==> config.mk <==
export PLATFORM = sky130hd
export DESIGN_NAME = seq_signal_mixer
export DESIGN_NICKNAME = d
export VERILOG_FILES = /design/src/rtl/seq_signal_mixer.sv
export SDC_FILE = /design/constraint.sdc
export NUM_CORES = 1
export LEC_CHECK = 0
export BUFFER_PORTS_ARGS = -buffer_cell sky130_fd_sc_hd__buf_2
export CORE_MARGIN = 8
export CORE_UTILIZATION = 56
export CTS_CLUSTER_DIAMETER = 150
export DETAILED_ROUTE_END_ITERATION = 16
export PLACE_DENSITY = 0.8
export SKIP_LAST_GASP = 1
export SYNTH_ARGS = -nofsm -noshare
export SYNTH_HDL_FRONTEND = slang
export SYNTH_SLANG_ARGS = --single-unit
==> constraint.sdc <==
create_clock -name clk -period 7.68 [get_ports clk]
set_input_delay 1.536 -clock clk [delete_from_list [all_inputs] [get_ports clk]]
set_output_delay 1.536 -clock clk [all_outputs]
set_load 0.05 [all_outputs]
==> src/rtl/seq_signal_mixer.sv <==
// seq_signal_mixer: sequential per-channel gain/accumulate mixer with normalise and saturate
module seq_signal_mixer #(
  parameter int NUM_CH     = 12,
  parameter int SAMPLE_W   = 8,
  parameter int GAIN_W     = 4,
  parameter int GAIN_FRAC  = 3,
  parameter int NORM_SHIFT = 2
) (
  input  logic                       clk,
  input  logic                       rst,
  input  logic                       start,
  input  logic [NUM_CH*SAMPLE_W-1:0] sample_in,
  input  logic [NUM_CH*GAIN_W-1:0]   gain_in,
  input  logic [NUM_CH-1:0]          sample_enable,
  input  logic                       norm_en,
  output logic                       busy,
  output logic                       out_valid,
  output logic [SAMPLE_W-1:0]        sample_out,
  output logic                       clip,
  output logic                       overrun
);
  localparam int CH_W  = $clog2(NUM_CH);
  localparam int PW    = SAMPLE_W + GAIN_W;
  localparam int ACC_W = PW + $clog2(NUM_CH);
  typedef enum logic [1:0] {IDLE, ACCUM, DONE} state_t;
  state_t                     state_q, state_d;
  logic [NUM_CH*SAMPLE_W-1:0] smp_q, smp_d;
  logic [NUM_CH*GAIN_W-1:0]   gain_q, gain_d;
  logic [NUM_CH-1:0]          en_q, en_d;
  logic                       norm_q, norm_d;
  logic [ACC_W-1:0]           acc_q, acc_d;
  logic [CH_W-1:0]            ch_q, ch_d;
  logic                       out_valid_q, out_valid_d;
  logic [SAMPLE_W-1:0]        sample_out_q, sample_out_d;
  logic                       clip_q, clip_d;
  logic                       overrun_q, overrun_d;
  logic                       start_prev_q, start_prev_d;
  logic [SAMPLE_W-1:0]        smp;
  logic [GAIN_W-1:0]          g;
  logic [PW-1:0]              prod;
  logic [ACC_W-1:0]           term, r;
  logic                       sat;
  always_comb begin
    smp  = smp_q[ch_q*SAMPLE_W +: SAMPLE_W];
    g    = gain_q[ch_q*GAIN_W +: GAIN_W];
    prod = PW'(smp) * PW'(g);
    term = en_q[ch_q] ? ACC_W'(prod >> GAIN_FRAC) : '0;
    r    = norm_q ? acc_q >> NORM_SHIFT : acc_q;
    sat  = r >= ACC_W'({SAMPLE_W{1'b1}});
    state_d      = state_q;
    smp_d        = smp_q;
    gain_d       = gain_q;
    en_d         = en_q;
    norm_d       = norm_q;
    acc_d        = acc_q;
    ch_d         = ch_q;
    out_valid_d  = 1'b0;
    sample_out_d = sample_out_q;
    clip_d       = clip_q;
    start_prev_d = start;
    // a start held high since its accepted capture is a repeat request, not an overrun
    overrun_d    = overrun_q | (start & ~start_prev_q & (state_q != IDLE));
    case (state_q)
      IDLE: if (start) begin
        smp_d   = sample_in;
        gain_d  = gain_in;
        en_d    = sample_enable;
        norm_d  = norm_en;
        acc_d   = '0;
        ch_d    = '0;
        state_d = ACCUM;
      end
      ACCUM: begin
        acc_d   = acc_q + term;
        ch_d    = ch_q + CH_W'(1);
        state_d = (ch_q == CH_W'(NUM_CH - 1)) ? DONE : ACCUM;
      end
      DONE: begin
        sample_out_d = sat ? {SAMPLE_W{1'b1}} : r[SAMPLE_W-1:0];
        clip_d       = sat;
        out_valid_d  = 1'b1;
        state_d      = IDLE;
      end
      default: state_d = IDLE;
    endcase
  end
  always_ff @(posedge clk) begin
    if (rst) begin
      state_q      <= IDLE;
      smp_q        <= '0;
      gain_q       <= '0;
      en_q         <= '0;
      norm_q       <= 1'b0;
      acc_q        <= '0;
      ch_q         <= '0;
      out_valid_q  <= 1'b0;
      sample_out_q <= '0;
      clip_q       <= 1'b0;
      overrun_q    <= 1'b0;
      start_prev_q <= 1'b0;
    end else begin
      state_q      <= state_d;
      smp_q        <= smp_d;
      gain_q       <= gain_d;
      en_q         <= en_d;
      norm_q       <= norm_d;
      acc_q        <= acc_d;
      ch_q         <= ch_d;
      out_valid_q  <= out_valid_d;
      sample_out_q <= sample_out_d;
      clip_q       <= clip_d;
      overrun_q    <= overrun_d;
      start_prev_q <= start_prev_d;
    end
  end
  assign busy       = state_q != IDLE;
  assign out_valid  = out_valid_q;
  assign sample_out = sample_out_q;
  assign clip       = clip_q;
  assign overrun    = overrun_q;
endmodule

==> flow_summary_export.csv, run 1 <==
group,metric,value,unit
run_status,status,"completed",
global_routing,grt_pass1_wl,38.2,mm
drt,vias_per_cell,5.52,
drt,vias,8093,
drt,drcViolationCount,0,
pwr,ir_drop,0.160,mV
worst_setup_path,slowest_stage,"dfxtp_2",
logic_synthesis,syn_avg_cell_area,8.35,um2
flow_run,maxCapViolCount,0,
floorplanning,io_pins,172,
worst_setup_path,rr_startpoint,"ch_q[0]",
worst_setup_path,crit_fanout,16,
timing,max_freq,0.154,GHz
floorplanning,fp.dieArea,21000,um2
floorplanning,dieHeight,145,um
final_layout,layout_common_cells,"340 x nand2_1, 196 x a21oi_1, 189 x dfxtp_1, 170 x buf_2, 60 x nor2_1",
worst_setup_path,crit_top_cell,"nor2_1",
place,hpwl,17.3,mm
drt,detail_route.wl_per_cell,16.5,um
drt,drtAntennaViolNets,0,
hold_path,hp-start,"smp_q[73]",
floorplanning,rows,47,
timing,whs,0.452,ns
clocking,cts_sinks,191,
drt,dr.pass1.iters,5,
clocking,cts_setup_buffers,0,
final_layout,area_growth,15.9,%
worst_setup_path,crit_chain,"mux4_1, mux2i_1, nor2_1, a21oi_1, nor2_1, fa_1, inv_1, fa_1, inv_1, ha_1, a21o_1, a21o_1, a21oi_1, nand2_1, xnor2_1, nor2_1, ha_1, or3_1, a2111o_1, nand3_1, mux2_2, nor2_1",
logic_synthesis,yosysTopAreaCell,"dfxtp_1",
timing,drv_slew,0,
global_routing,use_met1,0.280,
global_routing,grt-ovfl-total,0,
logic_synthesis,synth_top_area_frac,0.412,
hold_path,holdCritPathClass,"reg -> reg",
pwr,powerDensity,207,nW/um2
global_routing,grt_pass1_vias,7940,
global_routing,antenna_found_initial,0,
drt,drt_iter0_drc,436,
worst_setup_path,cpPeakStageDelay,0.67,ns
worst_setup_path,critPathKind,"reg -> reg",
logic_synthesis,netlist_area,9280,um2
logic_synthesis,synthArstFlopShare,0,
final_layout,finalNetCount,1430,
worst_setup_path,crit_family,"compound AO/OA/AOI/OAI gates",
timing,final.period_utilization,0.844,
logic_synthesis,synth_cells,1112,
global_routing,met2_usage,0.399,
worst_setup_path,reg2reg_depth,22,
clocking,htreeDepth,4,
worst_setup_path,critPathLaunchType,"flop",
floorplanning,core_area,16400,um2
clocking,cts_buffer_depth,2,
place,place.gp.congestion,0.858,
global_routing,grt.met3_usage,0.0417,
timing,finalHoldViolations,0,
timing,fin_crit,6.48,ns
timing,tns,0,ns
global_routing,grt_busiest_layer,"met2",
logic_synthesis,synth_warnings,0,
logic_synthesis,yosysSeqAreaShare,0.412,
global_routing,track_usage,0.232,
clocking,root_buffer,"clkbuf_16",
floorplanning,start_util,0.566,
timing,fin_worst_skew,0.0116,ns
clocking,post_cts_resized,0,
timing,slew_headroom,0.264,
timing,setup_violations,0,
place,port_buffers,171,
clocking,cts_made_buffers,17,
hold_path,worstHoldPathCells,2,
worst_setup_path,rrSetupSlack,1.20,ns
clocking,clkTransAtPathRegs,0.07,ns
timing,max_slew.worst_pin.slew,1.10,ns
global_routing,grt_start_max_net_pins,110,
hold_path,hold_path_end,"smp_q[73]",
timing,rsz0062_at_grt,"false",
final_layout,antenna_cells,0,
floorplanning,die_width,145,um
logic_synthesis,ys_types,52,
final_layout,drive_gt1_frac,0.212,
worst_setup_path,r2r-end,"acc_q[9]",
drt,wirelength,24.2,mm
logic_synthesis,synthesis.nets,1309,
logic_synthesis,synth_edf_count,0,
clocking,cts_tree,"yes",
logic_synthesis,ys.flop_type,"dfxtp_1",
worst_setup_path,worst_ep_required_time,8.04,ns
final_layout,final_common_cell,"nand2_1",
worst_setup_path,critPathBufInv,2,
clocking,hold_buffers,0,
logic_synthesis,synth-seq-cells,191,
logic_synthesis,synth_area_leaders,"dfxtp_1 41%, nand2_1 14%, a21oi_1 11%, mux4_2 7.5%, ha_1 3.2%",
pwr,leakagePower,4.40,nW
worst_setup_path,worstPathArrival,6.85,ns
clocking,clock_latency,0.44,ns
worst_setup_path,cp-end-kind,"flop",
==> worst max path at each step <==
stage / cells after the start / from / end / slack, ns
final: 22 / ch_q[0] / acc_q[9] / 1.20
after global routing: 26 / ch_q[0] / acc_q[13] / 0.77
after CTS: 22 / ch_q[0] / acc_q[9] / 1.24
after detailed placement: 25 / ch_q[0] / acc_q[14] / 1.26
after global placement: 22 / ch_q[0] / acc_q[9] / 1.38
after floorplan: 23 / ch_q[0] / acc_q[9] / 1.85
==> flip-flops by register name, indices dropped and copies added (netlist names) <==
signal / cells
smp_q: 96
gain_q: 48
acc_q: 16
en_q: 12
sample_out: 8
ch_q: 4
state_q: 2
clip: 1
norm_q: 1
out_valid: 1
overrun: 1
start_prev_q: 1
==> worst reg2reg max path, stage by stage, from the launching register on <==
cell	delay, ns
dfxtp_2	0.67
mux4_1	0.63
mux2i_1	0.15
nor2_1	0.05
a21oi_1	0.62
nor2_1	0.16
fa_1	0.53
inv_1	0.06
fa_1	0.52
inv_1	0.04
ha_1	0.39
a21o_1	0.23
a21o_1	0.18
a21oi_1	0.26
nand2_1	0.11
xnor2_1	0.14
nor2_1	0.06
ha_1	0.24
or3_1	0.40
a2111o_1	0.46
nand3_1	0.12
mux2_2	0.33
nor2_1	0.07
==> cell type report <==
type / count / area, um2
fill: 1362 / 5640
multi-input combinational: 817 / 5030
sequential: 191 / 3830
timing repair buffer: 180 / 930
clock buffer: 19 / 453
tap: 220 / 275
clock inverter: 13 / 146
inverter: 26 / 97.6
==> where the power goes <==
part / internal, mW / switching (mW)
Sequential: 1.04 / 0.0338
Clock: 0.477 / 0.414
Combinational: 0.110 / 0.155
==> layer usage <==
metal  wire [um]  share of wire
met1       10000           0.42
met2       12400           0.51
met3        1160          0.048
met4         565          0.023
met5           0              0
==> per-stage QoR <==
stage	util	area (um2)	std cells	setup WS, ns	total power [mW]
3_5_place_dp	0.619	10200	1434	1.26	1.36
6_report	0.656	10800	1466	1.20	2.23
2_1_floorplan	-	9280	1112	1.85	1.27
3_3_place_gp	0.619	10200	1434	1.38	1.36
5_1_grt	0.656	10800	1466	0.772	2.32
4_1_cts	0.656	10800	1466	1.24	2.24
==> cells in the mapped netlist, types with 2 or more instances <==
master	instances
a211oi_1	10
a21o_1	7
a21oi_1	196
a21oi_2	2
a22oi_2	2
a31oi_1	3
and2_1	2
buf_1	8
buf_2	5
clkbuf_1	61
dfxtp_1	191
fa_1	13
ha_1	24
inv_1	26
mux2_2	2
mux2i_1	17
mux4_1	8
mux4_2	31
nand2_1	341
nand2b_1	5
nand3_1	21
nand4_1	8
nor2_1	60
nor2b_1	9
o21ai_0	7
o21bai_1	6
or2_2	8
or2b_1	2
or3_1	3
xnor2_1	8
xor2_1	5
==> kinds of logic (layout without fill, tap and decap cells) <==
logic type	count (synthesis)	count (layout)	synth area share
XOR/XNOR	13	13	0.0123
AND/OR/NAND/NOR	466	466	0.204
multiplexers	58	58	0.119
AO/OA/AOI/OAI	243	243	0.146
buffers and inverters	104	238	0.0469
adder cells (fa/ha/maj)	37	37	0.0604
flip-flops	191	191	0.412
Note: power is estimated with default switching activity, not from simulation.
==> inputs of run 2 (changes only) <==
==> constraint.sdc (replaced) <==
create_clock -name clk -period 6.3 [get_ports clk]
set_input_delay 1.26 -clock clk [delete_from_list [all_inputs] [get_ports clk]]
set_output_delay 1.26 -clock clk [all_outputs]
set_load 0.05 [all_outputs]
==> run 2 against run 1 <==
Non-clock buffer count is 10 higher. Clock power increased by 23%. Combinational power grew 26%. Core utilization is 0.64 points higher. Critical path depth down 1. Via count grew 0.47%. Global-route usage is 0.21 points higher. Worst hold slack better by 0.0013 ns. Final area grew 0.98%. Die area is the same. Setup slack worse by 0.78 ns. Critical endpoint unchanged. Largest cell class unchanged.
==> flow_summary_export.csv, run 2 (synthesis gave the netlist of run 1 again) <==
group,metric,value,unit
hold_path,worstHoldPathCells,2,
timing,final.period_utilization,0.934,
place,dp_cells,1444,
final_layout,seq_area,3830,um2
global_routing,track_usage,0.234,
clocking,hold_buffers,0,
drt,vias_per_cell,5.51,
timing,tns,0,ns
clocking,cts_buffer_depth,2,
floorplanning,fp.dieArea,21000,um2
drt,wirelength,24.5,mm
worst_setup_path,worstPathArrival,6.25,ns
final_layout,design_area,10900,um2
worst_setup_path,critPathLaunchType,"flop",
worst_setup_path,critPathKind,"reg -> reg",
floorplanning,io_pins,172,
worst_setup_path,worst_ep_required_time,6.66,ns
final_layout,layout_common_cells,"340 x nand2_1, 192 x a21oi_1, 189 x dfxtp_1, 170 x buf_2, 60 x nor2_1",
timing,fin_crit,5.88,ns
floorplanning,rows,47,
floorplanning,core_area,16400,um2
final_layout,area_growth,17.1,%
worst_setup_path,reg2reg_depth,21,
pwr,powerDensity,252,nW/um2
floorplanning,start_util,0.566,
timing,fin_worst_skew,0.00924,ns
timing,whs,0.453,ns
final_layout,multi_input_area,5050,um2
drt,vias,8131,
pwr,p_sw,707,uW
pwr,clock_power_share,0.400,
clocking,root_buffer,"clkbuf_16",
timing,setup_violations,0,
clocking,cts_made_buffers,17,
flow_run,maxCapViolCount,0,
global_routing,grt_pass1_vias,7849,
clocking,cts_tree,"yes",
final_layout,regMostFlops,"smp_q",
worst_setup_path,rrSetupSlack,0.42,ns
drt,drt_iter0_drc,551,
clocking,cts_setup_buffers,0,
pwr,ir_drop,0.176,mV
final_layout,n_fill_cell,1352,
timing,slew_headroom,0.209,
final_layout,largest_register_ffs,96,
pwr,switching_share,0.258,
hold_path,holdCritPathClass,"reg -> reg",
clocking,htreeDepth,4,
clocking,cts_sinks,191,
worst_setup_path,rr_startpoint,"ch_q[0]",
hold_path,hp-start,"smp_q[80]",
floorplanning,dieHeight,145,um
timing,final.setup.worst_slack,0.417,ns
floorplanning,die_width,145,um
worst_setup_path,r2r-end,"acc_q[9]",
timing,finalHoldViolations,0,
global_routing,antenna_found_initial,0,
clocking,clkTransAtPathRegs,0.07,ns
pwr,internal_power,2.03,mW
place,port_buffers,171,
drt,drtAntennaViolNets,0,
drt,detail_route.wl_per_cell,16.6,um
drt,dr.pass1.iters,7,
timing,drv_slew,0,
final_layout,top_regs,"smp_q: 96 flops, gain_q: 48 flops, acc_q: 16 flops",
drt,drcViolationCount,0,
timing,max_slew.worst_pin.slew,1.19,ns
timing,max_freq,0.170,GHz
worst_setup_path,cp-end-kind,"flop",
final_layout,instances_no_fill,1475,
final_layout,finalNetCount,1440,
final_layout,antenna_cells,0,
pwr,power_frac_comb,0.122,
pwr,power.total,2.74,mW
pwr,seq_power_share,0.478,
clocking,clock_latency,0.43,ns
timing,rsz0062_at_grt,"false",
hold_path,hold_path_end,"smp_q[80]",
final_layout,final_common_cell,"nand2_1",
run_status,status,"completed",
global_routing,grt_start_max_net_pins,124,
place,placed_area,10300,um2
pwr,leakagePower,4.46,nW
global_routing,grt-ovfl-total,0,
global_routing,grt_pass1_wl,38.3,mm
place,place.gp.congestion,0.861,
worst_setup_path,crit_fanout,13,
final_layout,drive_gt1_frac,0.221,
place,hpwl,17.8,mm
final_layout,final_util,0.662,
place,pre_cts_ws,0.230,ns
run 2: power by group through the flow:
stage	registers (mW)	clock network, mW	logic, mW
after global placement	1.33	0	0.327
after global routing	1.32	1.15	0.370
after CTS	1.31	1.11	0.335
final	1.31	1.10	0.336
after floorplan	1.32	0	0.229
after detailed placement	1.34	0	0.333
run 2: layout make-up:
cell class	instances	share of cell area
inverters	26	0.00898
clock buffers	21	0.0433
well taps	220	0.0253
multi-input cells	817	0.465
flip-flops and latches	191	0.352
clock inverters	10	0.0119
repair buffers	190	0.0936
run 2: repair_timing:
action	CTS	global route
endpoints found under the hold margin	0	0
resized for setup	0	6
setup endpoints to repair	0	7
run 2: critical path, cell delays in order, from the launching register on:
cell      delay [ns]
dfxtp_2         0.41
buf_12          0.17
buf_4           0.20
mux4_2          0.51
a22oi_1         0.31
a21o_1          0.21
fa_1            0.45
fa_1            0.55
inv_1           0.07
fa_1            0.46
a21o_1          0.18
a21oi_2         0.17
o21bai_1        0.09
a21oi_1         0.20
xor2_1          0.16
nor2_1          0.07
ha_1            0.22
or3_1           0.42
a2111o_1        0.46
nand3_1         0.11
mux2_2          0.33
nor2_1          0.07
run 2: per-layer routing:
metal,vias up,global-route usage,part of all wire
li1,4026,-,-
met1,3824,0.286,0.42
met2,241,0.397,0.50
met3,40,0.0459,0.051
met4,0,0.0942,0.027
met5,-,0,0
run 2: worst max path at each step:
stage,startpoint,endpoint,slack (ns),cells past startpoint
2_1_floorplan,ch_q[0],acc_q[9],0.47,23
3_3_place_gp,ch_q[0],acc_q[9],0.38,24
3_5_place_dp,ch_q[0],acc_q[9],0.23,24
4_1_cts,ch_q[0],acc_q[9],0.20,24
5_1_grt,ch_q[0],acc_q[9],0.05,24
6_report,ch_q[0],acc_q[9],0.42,21
